**config.mk**
```make
export PLATFORM = sky130hd
export DESIGN_NAME = fp_acc3_ctrl
export DESIGN_NICKNAME = d
export VERILOG_FILES = /design/src/rtl/fp_acc3_ctrl.sv
export SDC_FILE = /design/constraint.sdc
export NUM_CORES = 1
export LEC_CHECK = 0
export CAP_MARGIN = 30
export CORE_MARGIN = 4
export CORE_UTILIZATION = 49
export DETAILED_ROUTE_END_ITERATION = 7
export PLACE_DENSITY = 0.9
export SLEW_MARGIN = 30
export SYNTH_ARGS = -nofsm -noshare
export SYNTH_HDL_FRONTEND = slang
export SYNTH_SLANG_ARGS = --single-unit
```
**constraint.sdc**
```tcl
create_clock -name clk -period 2.5 [get_ports clk]
set_clock_uncertainty 0.05 [all_clocks]
set_input_delay 0.75 -clock clk [delete_from_list [all_inputs] [get_ports clk]]
set_output_delay 0.75 -clock clk [all_outputs]
set_load 0.01 [all_outputs]
```
**src/rtl/fp_acc3_ctrl.sv**
```systemverilog
// -----------------------------------------------------------------------------
// fp_acc3_ctrl
//
// Accumulation sequencer for a 3-operand floating-point adder. It reduces an
// arbitrary-length FP element stream (for example FC-layer dot-product partials)
// to one sum per vector. Each step issues {running partial, x[2k], x[2k+1]} to
// the adder. The adder result is then captured as the new partial. An odd tail
// element is padded with +0. No arithmetic or rounding happens in this block.
//
// Optional feature: define FP_ACC3_BIAS_EN to add the bias_i port. The partial
// of each vector then starts at bias_i, sampled with the vector's first
// accepted element, instead of +0.
//
// Parameters:
//   EXPONENT     exponent width
//   MANTISSA     stored mantissa width
//   ADD_LATENCY  cycles from the issue cycle (sync_o=1) to a valid adder_i, 1..7
//
// Ports:
//   clk, rst_n            clock, asynchronous active-low reset
//   data_i/valid_i/last_i input element stream; last_i marks the final element
//   ready_o               element accepted when valid_i && ready_o
//   a1_o/a2_o/a3_o        registered adder operands (held after the issue)
//   sync_o                registered adder enable, high for one cycle per step
//   adder_i               adder result
//   bias_i                per-vector initial partial (FP_ACC3_BIAS_EN only)
//   sum_o                 final vector sum, held until the next result
//   sum_valid_o           one-cycle pulse when sum_o updates
//   busy_o                buffer holds an element or a step is in flight
// -----------------------------------------------------------------------------
module fp_acc3_ctrl #(
   parameter  int EXPONENT    = 8,
   parameter  int MANTISSA    = 23,
   parameter  int ADD_LATENCY = 1,
   localparam int W           = EXPONENT + MANTISSA + 1
) (
   input  logic         clk,
   input  logic         rst_n,
   input  logic [W-1:0] data_i,
   input  logic         valid_i,
   input  logic         last_i,
   output logic         ready_o,
   output logic [W-1:0] a1_o,
   output logic [W-1:0] a2_o,
   output logic [W-1:0] a3_o,
   output logic         sync_o,
   input  logic [W-1:0] adder_i,
`ifdef FP_ACC3_BIAS_EN
   input  logic [W-1:0] bias_i,
`endif
   output logic [W-1:0] sum_o,
   output logic         sum_valid_o,
   output logic         busy_o
);

   if (ADD_LATENCY < 1 || ADD_LATENCY > 7) begin : g_bad_latency
      $error("fp_acc3_ctrl: ADD_LATENCY must be in 1..7");
   end

   localparam logic [W-1:0] FP_ZERO   = '0;
   localparam logic [2:0]   WCNT_INIT = 3'(ADD_LATENCY - 1);

   typedef enum logic [1:0] {
      ST_COLLECT = 2'd0,
      ST_ISSUE   = 2'd1,
      ST_WAIT    = 2'd2
   } state_t;

   state_t       state,     state_d;
   logic [2:0]   wcnt,      wcnt_d;
   logic [W-1:0] buf0,      buf0_d;
   logic         have0,     have0_d;
   logic         fin,       fin_d;
   logic [W-1:0] partial,   partial_d;
   logic [W-1:0] a1_d,      a2_d,      a3_d;
   logic         sync_d;
   logic [W-1:0] sum_d;
   logic         sum_valid_d;
   logic [W-1:0] part_base;

`ifdef FP_ACC3_BIAS_EN
   // vec_active marks that the current vector has taken its first element.
   // Until then, the partial is taken from bias_i rather than the register.
   logic vec_active, vec_active_d;
   assign part_base = vec_active ? partial : bias_i;
`else
   assign part_base = partial;
`endif

   assign ready_o = (state == ST_COLLECT);
   assign busy_o  = have0 || (state != ST_COLLECT);

   // ---------------------------------------------------------------------------
   // Next-state and next-output logic
   // ---------------------------------------------------------------------------
   always_comb begin
      // NOTE: every next value defaults to its current register (or to an idle
      // value) before the case statement, so no path leaves a variable
      // unassigned and no latch is inferred.
      state_d     = state;
      wcnt_d      = wcnt;
      buf0_d      = buf0;
      have0_d     = have0;
      fin_d       = fin;
      partial_d   = partial;
      a1_d        = a1_o;
      a2_d        = a2_o;
      a3_d        = a3_o;
      sync_d      = 1'b0;
      sum_d       = sum_o;
      sum_valid_d = 1'b0;
`ifdef FP_ACC3_BIAS_EN
      vec_active_d = vec_active;
`endif

      case (state)
         ST_COLLECT: begin
            if (valid_i) begin
               if (!have0 && !last_i) begin
                  // The first element of a pair waits in the buffer.
                  buf0_d  = data_i;
                  have0_d = 1'b1;
`ifdef FP_ACC3_BIAS_EN
                  if (!vec_active) begin
                     partial_d    = bias_i;
                     vec_active_d = 1'b1;
                  end
`endif
               end else begin
                  // A pair is complete, or the vector ends here. Issue the
                  // step, padding a missing second operand with +0.
                  a1_d    = part_base;
                  a2_d    = have0 ? buf0   : data_i;
                  a3_d    = have0 ? data_i : FP_ZERO;
                  sync_d  = 1'b1;
                  fin_d   = last_i;
                  have0_d = 1'b0;
                  state_d = ST_ISSUE;
`ifdef FP_ACC3_BIAS_EN
                  vec_active_d = 1'b1;
`endif
               end
            end
         end

         ST_ISSUE: begin
            wcnt_d  = WCNT_INIT;
            state_d = ST_WAIT;
         end

         ST_WAIT: begin
            if (wcnt == 3'd0) begin
               partial_d = adder_i;
               state_d   = ST_COLLECT;
               if (fin) begin
                  // The vector is complete. Publish the sum and restart from
                  // a clean partial, so the next vector inherits nothing.
                  sum_d       = adder_i;
                  sum_valid_d = 1'b1;
                  partial_d   = FP_ZERO;
                  have0_d     = 1'b0;
                  fin_d       = 1'b0;
`ifdef FP_ACC3_BIAS_EN
                  vec_active_d = 1'b0;
`endif
               end
            end else begin
               wcnt_d = wcnt - 3'd1;
            end
         end

         default: begin
            state_d = ST_COLLECT;
         end
      endcase
   end

   // ---------------------------------------------------------------------------
   // State and output registers
   // ---------------------------------------------------------------------------
   always_ff @(posedge clk or negedge rst_n) begin
      if (!rst_n) begin
         state       <= ST_COLLECT;
         wcnt        <= 3'd0;
         buf0        <= '0;
         have0       <= 1'b0;
         fin         <= 1'b0;
         partial     <= '0;
         a1_o        <= '0;
         a2_o        <= '0;
         a3_o        <= '0;
         sync_o      <= 1'b0;
         sum_o       <= '0;
         sum_valid_o <= 1'b0;
`ifdef FP_ACC3_BIAS_EN
         vec_active  <= 1'b0;
`endif
      end else begin
         // NOTE: non-blocking assignments make every register update from
         // values that were stable before the edge, which is what the
         // hardware does.
         state       <= state_d;
         wcnt        <= wcnt_d;
         buf0        <= buf0_d;
         have0       <= have0_d;
         fin         <= fin_d;
         partial     <= partial_d;
         a1_o        <= a1_d;
         a2_o        <= a2_d;
         a3_o        <= a3_d;
         sync_o      <= sync_d;
         sum_o       <= sum_d;
         sum_valid_o <= sum_valid_d;
`ifdef FP_ACC3_BIAS_EN
         vec_active  <= vec_active_d;
`endif
      end
   end

endmodule
```
==> results.md, run 1 <==
Final layout:
- The number of fill cells is 1108.
- The share of the core filled with cells in the final layout is 0.682.
- The fraction of final layout cells with drive strength greater than 1 is 0.261.
- The antenna cell count is 0.
- The commonest non-fill, non-tap cell in the layout is sky130_fd_sc_hd__dfrtp_1.
- The total non-filler cell area in the finished layout is 10900 um2.
- The net count of the finished layout is 841.
- In the layout the commonest cells are sky130_fd_sc_hd__dfrtp_1, sky130_fd_sc_hd__clkdlybuf4s50_1, sky130_fd_sc_hd__mux2_2, sky130_fd_sc_hd__nand2_1, sky130_fd_sc_hd__o21ai_0.
- The count of cells in the finished layout, fillers not included, comes to 997.
- The area used by multi-input combinational logic is 2710 um2.
- The register area is 5030 um2.
- The area overhead of the layout relative to synthesis is 36.1%.

Floorplan:
- The standard-cell row count is 46.
- The count of pins on the block boundary is 200.
- The die covers 18400 um2.
- The starting density of the core is 0.501.
- After floorplanning, the core was sized to cover 15900 um2.
- The horizontal extent of the die is 136 um.
- The die is 136 um tall.

Detailed routing:
- Detailed routing inserted a total of 5220 vias.
- The total length of routed wires is 18900 um.
- The detailed-routing iteration count for the pre-antenna-repair pass is 5.
- For this block, the initial DRC count from the detailed router was 215.
- Using the TritonRoute via totals, the vias-per-cell ratio works out to 5.24.
- The average wire length per cell after detail routing is 18.9 um.
- The count of unresolved DRC violations after routing is 0.
- The post-detailed-route count of antenna-violating nets is 0.

Worst setup path:
- The critical path goes through or3_1, dlygate4sd2_1.
- At the worst endpoint, the arrival time is 1640 ps.
- The critical path buffer and inverter count is 1.
- The type of element launching the critical path is a register.
- The highest fanout seen on the critical path is 11.
- The start-to-end type of the worst setup path is register to primary output.
- The dominant delay contributor by cell family on the critical path is flip-flops.
- On the critical path, the stage with the largest delay is an instance of sky130_fd_sc_hd__dfrtp_2.
- The critical path endpoint category is a primary output.
- At the worst endpoint, the required time is 1700 ps.
- The delay contributed by the slowest stage of the critical path is 480 ps.

CTS:
- The number of buffers on the longest clock path is 3.
- TritonCTS created 21 clock buffers.
- TritonCTS built the clock tree.
- The root buffer cell chosen for the clock tree is sky130_fd_sc_hd__clkbuf_16.
- Counting every sink on the clock net gives 201.
- The number of H-tree levels is 1.
- The clock slew at the register clock pins of the worst setup and hold paths is 60 ps.
- The clock latency on the worst-skew pair is 480 ps.

Run status:
- The flow ran to the end, and the final reports show no timing, DRC or antenna violations.

Synth:
- After technology mapping, the gate count stands at 567.
- The post-synthesis register bit count is 201.
- The leading register cell type out of synthesis is sky130_fd_sc_hd__dfrtp_1.
- After synthesis, the netlist uses 29 different library cells.
- During synthesis, Yosys emitted a total of 0 warnings.
- The synthesized design contains 0 enable-type register cells.
- For this run, the register share of the synthesized area comes to 0.630.
- In this run the mean area of a mapped cell was 14.1 um2.
- In the synthesized netlist the async set-or-reset flop fraction comes to 1.00.
- When the netlist entered floorplanning its net count stood at 637.
- Summing every instance area after synthesis gives 7990 um2.

STA:
- Static timing analysis puts the maximum clock frequency at 0.409 GHz.
- Setup repair after global routing left no endpoint under its margin.
- At the pin with the least slew margin, the transition time is 556 ps.
- The number of failing setup endpoints in the final timing report is 0.
- The worst slew margin relative to its limit is 0.629.
- The final worst-path cycle share is 0.977.
- The post-layout minimum cycle time is 2440 ps.
- The final-report max-slew violation count was 0.
- The final-report hold violation count is 0.

Placed design:
- At the end of routability-driven placement, the weighted congestion stood at 0.807.
- In this run, placement finished with an instance count of 964.
- The HPWL after detailed placement is 13200 um.
- Buffers placed on the I/O ports in this run total 199.
- In this run the cell area measured after placement is 10300 um2.

GRT:
- The number of antenna violations at the first check in global routing is 0.
- Global routing finished with a remaining overflow of 0.
- Entering global routing, the biggest net connects 68 pins.
- The first global-routing pass estimated 30800 um of wire.
- The total track usage is 0.207.
- The number of global-route vias before repair came to 5883.

Power:
- The leakage power summed over all cells is 4.80 nW.
- The total power divided by cell area is 1310 nW/um2.
- Across the VDD grid, the largest voltage drop is 0.679 mV.

Job:
- The count of max-cap constraint violations is 0.

Worst hold path:
- The path class of the tightest hold or removal check is input port to async pin.
-- through the flow --
step / setup TNS, ps / hold WS (ps) / power (W) / setup slack, ps
finish: 0 / 169 / 0.0142 / 56.8
CTS: 0 / 159 / 0.0144 / 39.2
global route: 0 / 173 / 0.0150 / 5.14
detailed placement: -18280 / 420 / 0.0115 / -265
floorplan: 0 / 394 / 0.00839 / 292
global placement: -13780 / 408 / 0.0111 / -210
-- final timing paths --
kind,start,end,slack (ps),cells after the start
min,rst_n,a3_o[1],170,1
max in group asynchronous,rst_n,a1_o[22],1560,2
max reg2reg,state[0],a2_o[22],410,6
min reg2reg,part_base[23],part_base[23],430,2
min in group clk,part_base[23],part_base[23],430,2
max,state[1],busy_o,60,2
-- worst reg2reg max path: stages (launching register included) --
cell and delay (ps):
sky130_fd_sc_hd__dfrtp_1 390, sky130_fd_sc_hd__buf_4 170, sky130_fd_sc_hd__or3b_1 380, sky130_fd_sc_hd__or2_2 330
sky130_fd_sc_hd__clkinv_2 100, sky130_fd_sc_hd__buf_12 180, sky130_fd_sc_hd__mux2_2 360
-- logic make-up after synthesis --
kind of cell               synth area share
DFF                                   0.630
muxes                                 0.226
AOI/OAI and AO/OA                    0.0653
buffers and inverters                0.0327
adders and majority gates           0.00313
and+or+nand+nor                      0.0437
-- per-layer routing --
metal	vias up	part of all wire	global-route usage
met1	2606	0.40	0.252
met5	-	0	0
li1	2399	-	-
met2	189	0.49	0.356
met4	0	0.014	0.0482
met3	26	0.096	0.0739
-- timing repair --
item / 4_1_cts / 5_1_grt
hold buffers: 0 / 0
buffers inserted: 0 / 0
endpoints found under the setup margin: 2 / 0
resized for setup: 3 / 0
-- area by class of cell --
cell class                      count  share of cell area
Clock inverter                      4             0.00184
Clock buffer                       29              0.0548
Timing Repair Buffer              219               0.204
Tap cell                          216              0.0249
Sequential cell                   201               0.463
Multi-Input combinational cell    320               0.249
Inverter                            8             0.00288
-- flip-flops by register name, indices dropped and copies added, names as in the netlist, 2 cells and up --
register   count
a2_o          32
a3_o          32
state          2
wcnt           3
part_base     32
buf0          32
sum_o         32
a1_o          32
-- Yosys cell counts (4+ instances only) --
master / n / area share
sky130_fd_sc_hd__a22o_1: 32 / 0.035
sky130_fd_sc_hd__buf_2: 10 / 0.0063
sky130_fd_sc_hd__buf_6: 10 / 0.014
sky130_fd_sc_hd__clkbuf_1: 18 / 0.0085
sky130_fd_sc_hd__dfrtp_1: 201 / 0.63
sky130_fd_sc_hd__inv_1: 7 / 0.0033
sky130_fd_sc_hd__mux2_1: 12 / 0.017
sky130_fd_sc_hd__mux2_2: 148 / 0.21
sky130_fd_sc_hd__nand2_1: 64 / 0.030
sky130_fd_sc_hd__nor2b_1: 4 / 0.0031
sky130_fd_sc_hd__o21ai_0: 36 / 0.023
-- where the power goes --
group / switching (W) / internal [W] / total, W
combinational: 0.00228 / 0.00341 / 0.00569
clock: 0.00116 / 0.00164 / 0.00281
sequential: 0.000879 / 0.00484 / 0.00572
No activity file was read; power rests on OpenSTA's default activity.
==> run 2, diff against run 1 <==
Settings changed: PLACE_DENSITY 0.9 to 0.8.
==> results.md, run 2 (synthesized netlist as in run 1, its figures left out) <==
Run status:
- The run finished with clean final reports.

Floorplan:
- The core outline area is 15900 um2.
- The count of pins on the block boundary is 200.
- The die is 136 um tall.
- The die covers 18400 um2.
- The floorplan step set the die width to 136 um.
- For this configuration, the core starts out at a cell density of 0.501.
- The standard-cell row count is 46.

Detailed routing:
- In the routed design, unresolved DRC markers number 0.
- Using the TritonRoute via totals, the vias-per-cell ratio works out to 5.22.
- The detailed-routing iteration count for the pre-antenna-repair pass is 4.
- The average wire length per cell after detail routing is 18.5 um.
- In this run, the number of DRC markers left after iteration 0 of detailed routing was 188.
- The total length of routed wires is 18500 um.
- The routed layout has 5224 vias.
- The post-detailed-route count of antenna-violating nets is 0.

Worst setup path:
- On the critical path, the stage with the largest delay is an instance of sky130_fd_sc_hd__clkdlybuf4s50_1.
- The endpoint of the lowest-slack register-to-register path is a1_o[30].
- In this run the critical register-to-register path is launched from state[1].
- The start-to-end type of the worst setup path is input port to register.
- The highest fanout seen on the critical path is 26.
- The type of element launching the critical path is an input port.
- The critical path goes through clkdlybuf4s50_1, or3b_1, or2_2, clkinv_2, buf_12, mux2_2.
- Data on the critical path arrives at its endpoint at 2680 ps.
- The setup check on the worst reg-to-reg path leaves a slack of 400 ps.
- The data required time of the worst path is 2810 ps.
- For the worst flop-to-flop path, the logic depth is 6.
- The critical path endpoint category is a register.
- The delay contributed by the slowest stage of the critical path is 530 ps.

CTS:
- The number of H-tree levels is 1.
- The later pin in the worst-skew pair is clocked with a latency of 480 ps.
- TritonCTS built the clock tree.
- For this design, the sink count on the clock tree is 201.
- After clock tree synthesis, the clock-pin slew on the worst setup and hold paths is 60 ps.
- The number of buffers on the longest clock path is 3.
- The total of hold buffers inserted after clock tree synthesis is 0.
- Counting the buffers created by CTS gives 21.
- The tree is rooted in a sky130_fd_sc_hd__clkbuf_16.

STA:
- For the final routed database, the setup TNS stands at 0 ps.
- The final-report hold violation count is 0.
- Setup repair after global routing left no endpoint under its margin.
- The final worst-path cycle share is 0.947.
- In the post-route analysis, the smallest setup slack over all paths is 132 ps.
- For the pin with the worst max-slew slack, the measured transition is 555 ps.
- The worst slew margin relative to its limit is 0.630.
- The smallest clock period supported by the final layout is computed as 2370 ps.
- Derived from the worst setup path, the maximum achievable clock frequency is 0.422 GHz.
- The worst hold slack across all endpoints is 209 ps.
- Setup violations remaining at the end of the flow were counted as 0.
- The final-report max-slew violation count is 0.

Placed design:
- Port buffering added 199 buffers.
- The worst slack after detailed placement is -320 ps.
- The wire-length estimate of the detail-placed layout is 13000 um.
- The post-placement cell count is 965.
- The placer congestion estimate is 0.737.

GRT:
- The total track usage is 0.206.
- Global routing finished with a remaining overflow of 0.
- The first global-routing pass estimated 30600 um of wire.
- The number of global-route vias before repair is 5888.
- The number of antenna violations at the first check in global routing was 0.
- Entering global routing, the biggest net connects 66 pins.

Power:
- Of the total power, combinational logic draws 0.395.
- The internal power of the cells totals 0.0101 W.
- The total power divided by cell area is 1310 nW/um2.
- The share of total power dissipated in sequential elements is 0.395.
- The switching power as a share of total power is 0.299.
- Summing internal, switching and leakage power gives 0.0144 W.
- In this run the static leakage power is 4.83 nW.
- The share of total power dissipated in the clock network is 0.209.
- The analysis attributes to net switching a power of 0.00430 W.
- The worst IR drop on VDD is 0.707 mV.

Final layout:
- The layout has 1143 filler cells.
- For this run, the post-layout net count is 844.
- In the layout the commonest cells are sky130_fd_sc_hd__dfrtp_1, sky130_fd_sc_hd__clkdlybuf4s50_1, sky130_fd_sc_hd__mux2_2, sky130_fd_sc_hd__nand2_1, sky130_fd_sc_hd__o21ai_0.
- The repair_antennas step left the layout with diodes totalling 0.
- The commonest non-fill, non-tap cell in the layout is sky130_fd_sc_hd__dfrtp_1.
- Relative to the synthesized area, the layout overhead comes to 37.1%.
- The area used by multi-input combinational logic is 2710 um2.
- Of the cells placed in the final design, the portion with a size suffix greater than 1 is 0.267.
- The final instance count without filler cells is 1000.
- Summing all flip-flop and latch instances after layout gives 5030 um2.

Worst hold path:
- The path class of the tightest hold or removal check is input port to async pin.

Job:
- Across the run, the number of max-cap violations was 0.
-- run 2: changes by cell type in the layout (fill, tap and decap cells not counted) --
cell and change:
sky130_fd_sc_hd__bufinv_16 +2, sky130_fd_sc_hd__clkbuf_1 -2, sky130_fd_sc_hd__buf_4 +2, sky130_fd_sc_hd__clkinvlp_4 +1
sky130_fd_sc_hd__buf_12 +1, sky130_fd_sc_hd__clkbuf_8 -1
-- run 2: final cells by class --
| class | instances | share of cell area |
|---|---|---|
| flip-flops and latches | 201 | 0.459 |
| well taps | 216 | 0.0247 |
| multi-input cells | 320 | 0.247 |
| repair buffers | 222 | 0.206 |
| clock inverters | 7 | 0.00799 |
| inverters | 8 | 0.00286 |
| clock buffers | 26 | 0.0524 |
-- run 2: stage by stage --
| stage | util | instance area [um2] |
|---|---|---|
| 2_1_floorplan | - | 7990 |
| 3_3_place_gp | 0.645 | 10300 |
| 3_5_place_dp | 0.645 | 10300 |
| 4_1_cts | 0.686 | 10900 |
| 5_1_grt | 0.687 | 11000 |
| 6_report | 0.687 | 11000 |
-- run 2: repair_timing --
action | CTS | global route
setup endpoints to repair | 2 | 1
gates resized for setup | 3 | 0
cloned | 0 | 0
buffers inserted | 0 | 2
-- run 2: power by group through the flow --
stage / clock [W] / combinational [W] / sequential, W
floorplan: 0 / 0.00237 / 0.00602
global placement: 0 / 0.00553 / 0.00563
detailed placement: 0 / 0.00573 / 0.00574
CTS: 0.00309 / 0.00576 / 0.00571
global route: 0.00324 / 0.00613 / 0.00588
finish: 0.00301 / 0.00568 / 0.00568
-- run 2: how the worst max path moves through the flow --
stage                   from  slack [ps]  cells past startpoint  endpoint
CTS                 state[1]          40                      2    busy_o
finish               valid_i         130                      6  a1_o[30]
detailed placement   valid_i        -320                      6  a2_o[15]
global placement     valid_i        -250                      6  a1_o[23]
floorplan            valid_i         290                      6  a2_o[10]
global route        state[0]          80                      2    busy_o
-- run 2: routing by layer --
metal  wire, um  GRT usage  vias to the layer above
met5          0          0                        -
met4        369     0.0465                        0
met3       1770     0.0732                       35
met2       8960      0.345                      184
met1       7390      0.259                     2610
li1           -          -                     2395
-- run 2: critical path: cells and delay by family --
family	cells	cell delay (ps)
multiplexers	1	360
buffers and inverters	3	820
AND/OR/NAND/NOR	2	730
==> run 3, diff against run 2 <==
Settings changed: CORE_MARGIN 4 to 2.
==> results.md, run 3 (synthesized netlist as in run 1, its figures left out) <==
Worst setup path:
- The data arrival time of the worst path is 1660 ps.
- The beginning of the worst register-to-register path is have0.
- The capture point of the worst path is busy_o.
- The number of cell instances on the worst register-to-register path is 6.
- The highest fanout seen on the critical path is 11.
- STA classifies the critical path endpoint as a primary output.
- The start-to-end type of the worst setup path is register to primary output.
- The launching element of the worst setup path is state[1].
- In this design, the stage delay of the slowest critical-path cell is 480 ps.
- The endpoint of the lowest-slack register-to-register path is a1_o[14].
- STA classifies the critical path startpoint as a register.
- The signal on the critical path passes through or3_1, dlygate4sd2_1.
- Across all register-to-register paths, the minimum setup slack is 410 ps.
- The data required time of the worst path is 1700 ps.
- Among all stages on the critical path, the largest delay is contributed by sky130_fd_sc_hd__dfrtp_2.

Final layout:
- The final net count is 839.
- Once layout is done, the placed cells without fillers occupy 11000 um2.
- The commonest non-fill, non-tap cell in the layout is sky130_fd_sc_hd__dfrtp_1.
- In the layout the commonest cells are sky130_fd_sc_hd__dfrtp_1, sky130_fd_sc_hd__clkdlybuf4s50_1, sky130_fd_sc_hd__mux2_2, sky130_fd_sc_hd__nand2_1, sky130_fd_sc_hd__o21ai_0.
- The fraction of final layout cells with drive strength greater than 1 is 0.269.
- The count of cells in the finished layout, fillers not included, comes to 998.
- The antenna cell count is 0.
- The area overhead of the layout relative to synthesis is 37.1%.

CTS:
- The tree built by TritonCTS fans out to 201 sinks.
- The number of hold buffers added after CTS was 0.
- The number of buffers on the longest clock path is 3.
- In this run, CTS created clock tree buffers numbering 21.
- The total of cells resized after clock tree synthesis is 5.
- The root buffer cell chosen for the clock tree is sky130_fd_sc_hd__clkbuf_16.
- Clock-pin slew was measured on the worst setup and hold paths at 60 ps.
- The clock latency on the worst-skew pair is 480 ps.
- The CTS tree is done.
- The post-CTS setup buffer count is 0.
- In this run the number of H-tree levels came out at 1.

STA:
- The post-layout minimum cycle time is 2460 ps.
- Timing would allow up to 0.407 GHz.
- The number of failing setup endpoints in the final timing report is 0.
- The worst slew margin relative to its limit is 0.624.
- The final worst-path cycle share is 0.982.
- The final-report hold violation count came to 0.
- The slew at the pin with the worst max-slew slack is 563 ps.
- Setup repair after global routing left no endpoint under its margin.
- The final-report max-slew violation count came to 0.

Power:
- For this design the static power due to leakage is 4.83 nW.
- The worst IR drop on VDD is 0.641 mV.
- The total power divided by cell area is 1320 nW/um2.

Floorplan:
- The total area inside the core boundary comes to 15900 um2.
- The horizontal extent of the die is 132 um.
- 200 I/O pins were placed.
- The floorplan step defined a die boundary enclosing 17300 um2.
- The standard-cell row count is 46.
- The die boundary height is 132 um.
- The initial utilization of the core area, before any placement, comes to 0.503.

Worst hold path:
- The tightest min-delay check is of the input port to async pin type.

Run status:
- The flow ran to the end, and the final reports show no timing, DRC or antenna violations.

Detailed routing:
- The average wire length per cell after detail routing is 18.0 um.
- The total via count after detailed routing is 5234.
- The first routing iteration left 240 violations.
- The via count normalized by instance count is 5.24.
- In the routed design, unresolved DRC markers number 0.
- The detail route stage leaves a number of antenna-violating nets equal to 0.
- For this run, the detailed router's first-pass iteration total came to 4.
- The routed design has 17900 um of wire.

GRT:
- The global-route wire length before repair is 29800 um.
- The number of global-route vias before repair came to 5584.
- For this run, the total global-route usage over all layers was measured as 0.211.
- Entering global routing, the biggest net connects 66 pins.
- Global routing finished with a remaining overflow of 0.
- The number of antenna violations at the first check in global routing was 0.

Placed design:
- At the end of routability-driven placement, the weighted congestion stood at 0.785.
- The port buffer count is 199.
- The placed instance area is 10300 um2.
- The post-placement cell count is 962.
- After legalization and detailed placement, the total HPWL measured 12400 um.

Job:
- Max-cap violations in this run came to 0.
-- run 3: cell count changes in the layout (fill, tap and decap cells not counted) --
cell,delta
sky130_fd_sc_hd__clkbuf_8,+2
sky130_fd_sc_hd__buf_4,-5
sky130_fd_sc_hd__dfrtp_1,-1
sky130_fd_sc_hd__clkbuf_1,-1
sky130_fd_sc_hd__dfrtp_2,+1
sky130_fd_sc_hd__nor2_1,-1
sky130_fd_sc_hd__clkinv_2,+2
sky130_fd_sc_hd__nor2_2,+1
-- run 3: worst max-delay path, delay by kind of cell, from the launching register on --
| kind | cells | cell delay [ps] |
|---|---|---|
| buffers and inverters | 1 | 310 |
| DFF | 1 | 480 |
| and+or+nand+nor | 1 | 390 |
-- run 3: power breakdown --
part           internal [W]  switching [W]  leakage, nW
clock               0.00189        0.00121        0.348
sequential          0.00484       0.000871         2.48
combinational       0.00341        0.00221         2.00
-- run 3: area by class of cell --
type | instances | area, um2
Clock buffer | 27 | 598
Timing Repair Buffer | 217 | 2220
Sequential cell | 201 | 5030
Multi-Input combinational cell | 320 | 2710
Fill cell | 1102 | 4930
Inverter | 8 | 31.3
Clock inverter | 9 | 97.6
Tap cell | 216 | 270
-- run 3: stage by stage --
stage | setup slack [ps] | total power (W) | utilization | hold slack [ps] | TNS [ps]
floorplan | 292 | 0.00839 | - | 394 | 0
CTS | 37.1 | 0.0146 | 0.690 | 150 | 0
detailed placement | -318 | 0.0114 | 0.646 | 417 | -22800
finish | 44.4 | 0.0144 | 0.690 | 142 | 0
global placement | -247 | 0.0111 | 0.646 | 406 | -17510
global route | 3.22 | 0.0152 | 0.690 | 168 | 0
-- run 3: worst min-delay path by stage --
stage	slack, ps	startpoint	end	depth (start not counted)
6_report	140	rst_n	a3_o[6]	1
5_1_grt	170	rst_n	a3_o[7]	1
4_1_cts	150	rst_n	a3_o[7]	1
3_5_place_dp	420	part_base[7]	part_base[7]	2
3_3_place_gp	410	part_base[13]	part_base[13]	2
2_1_floorplan	390	part_base[13]	part_base[13]	2
-- run 3: layer usage --
| layer | part of all wire | track usage |
|---|---|---|
| met4 | 0.019 | 0.0507 |
| met1 | 0.42 | 0.275 |
| met5 | 0 | 0 |
| met3 | 0.078 | 0.0629 |
| met2 | 0.48 | 0.348 |
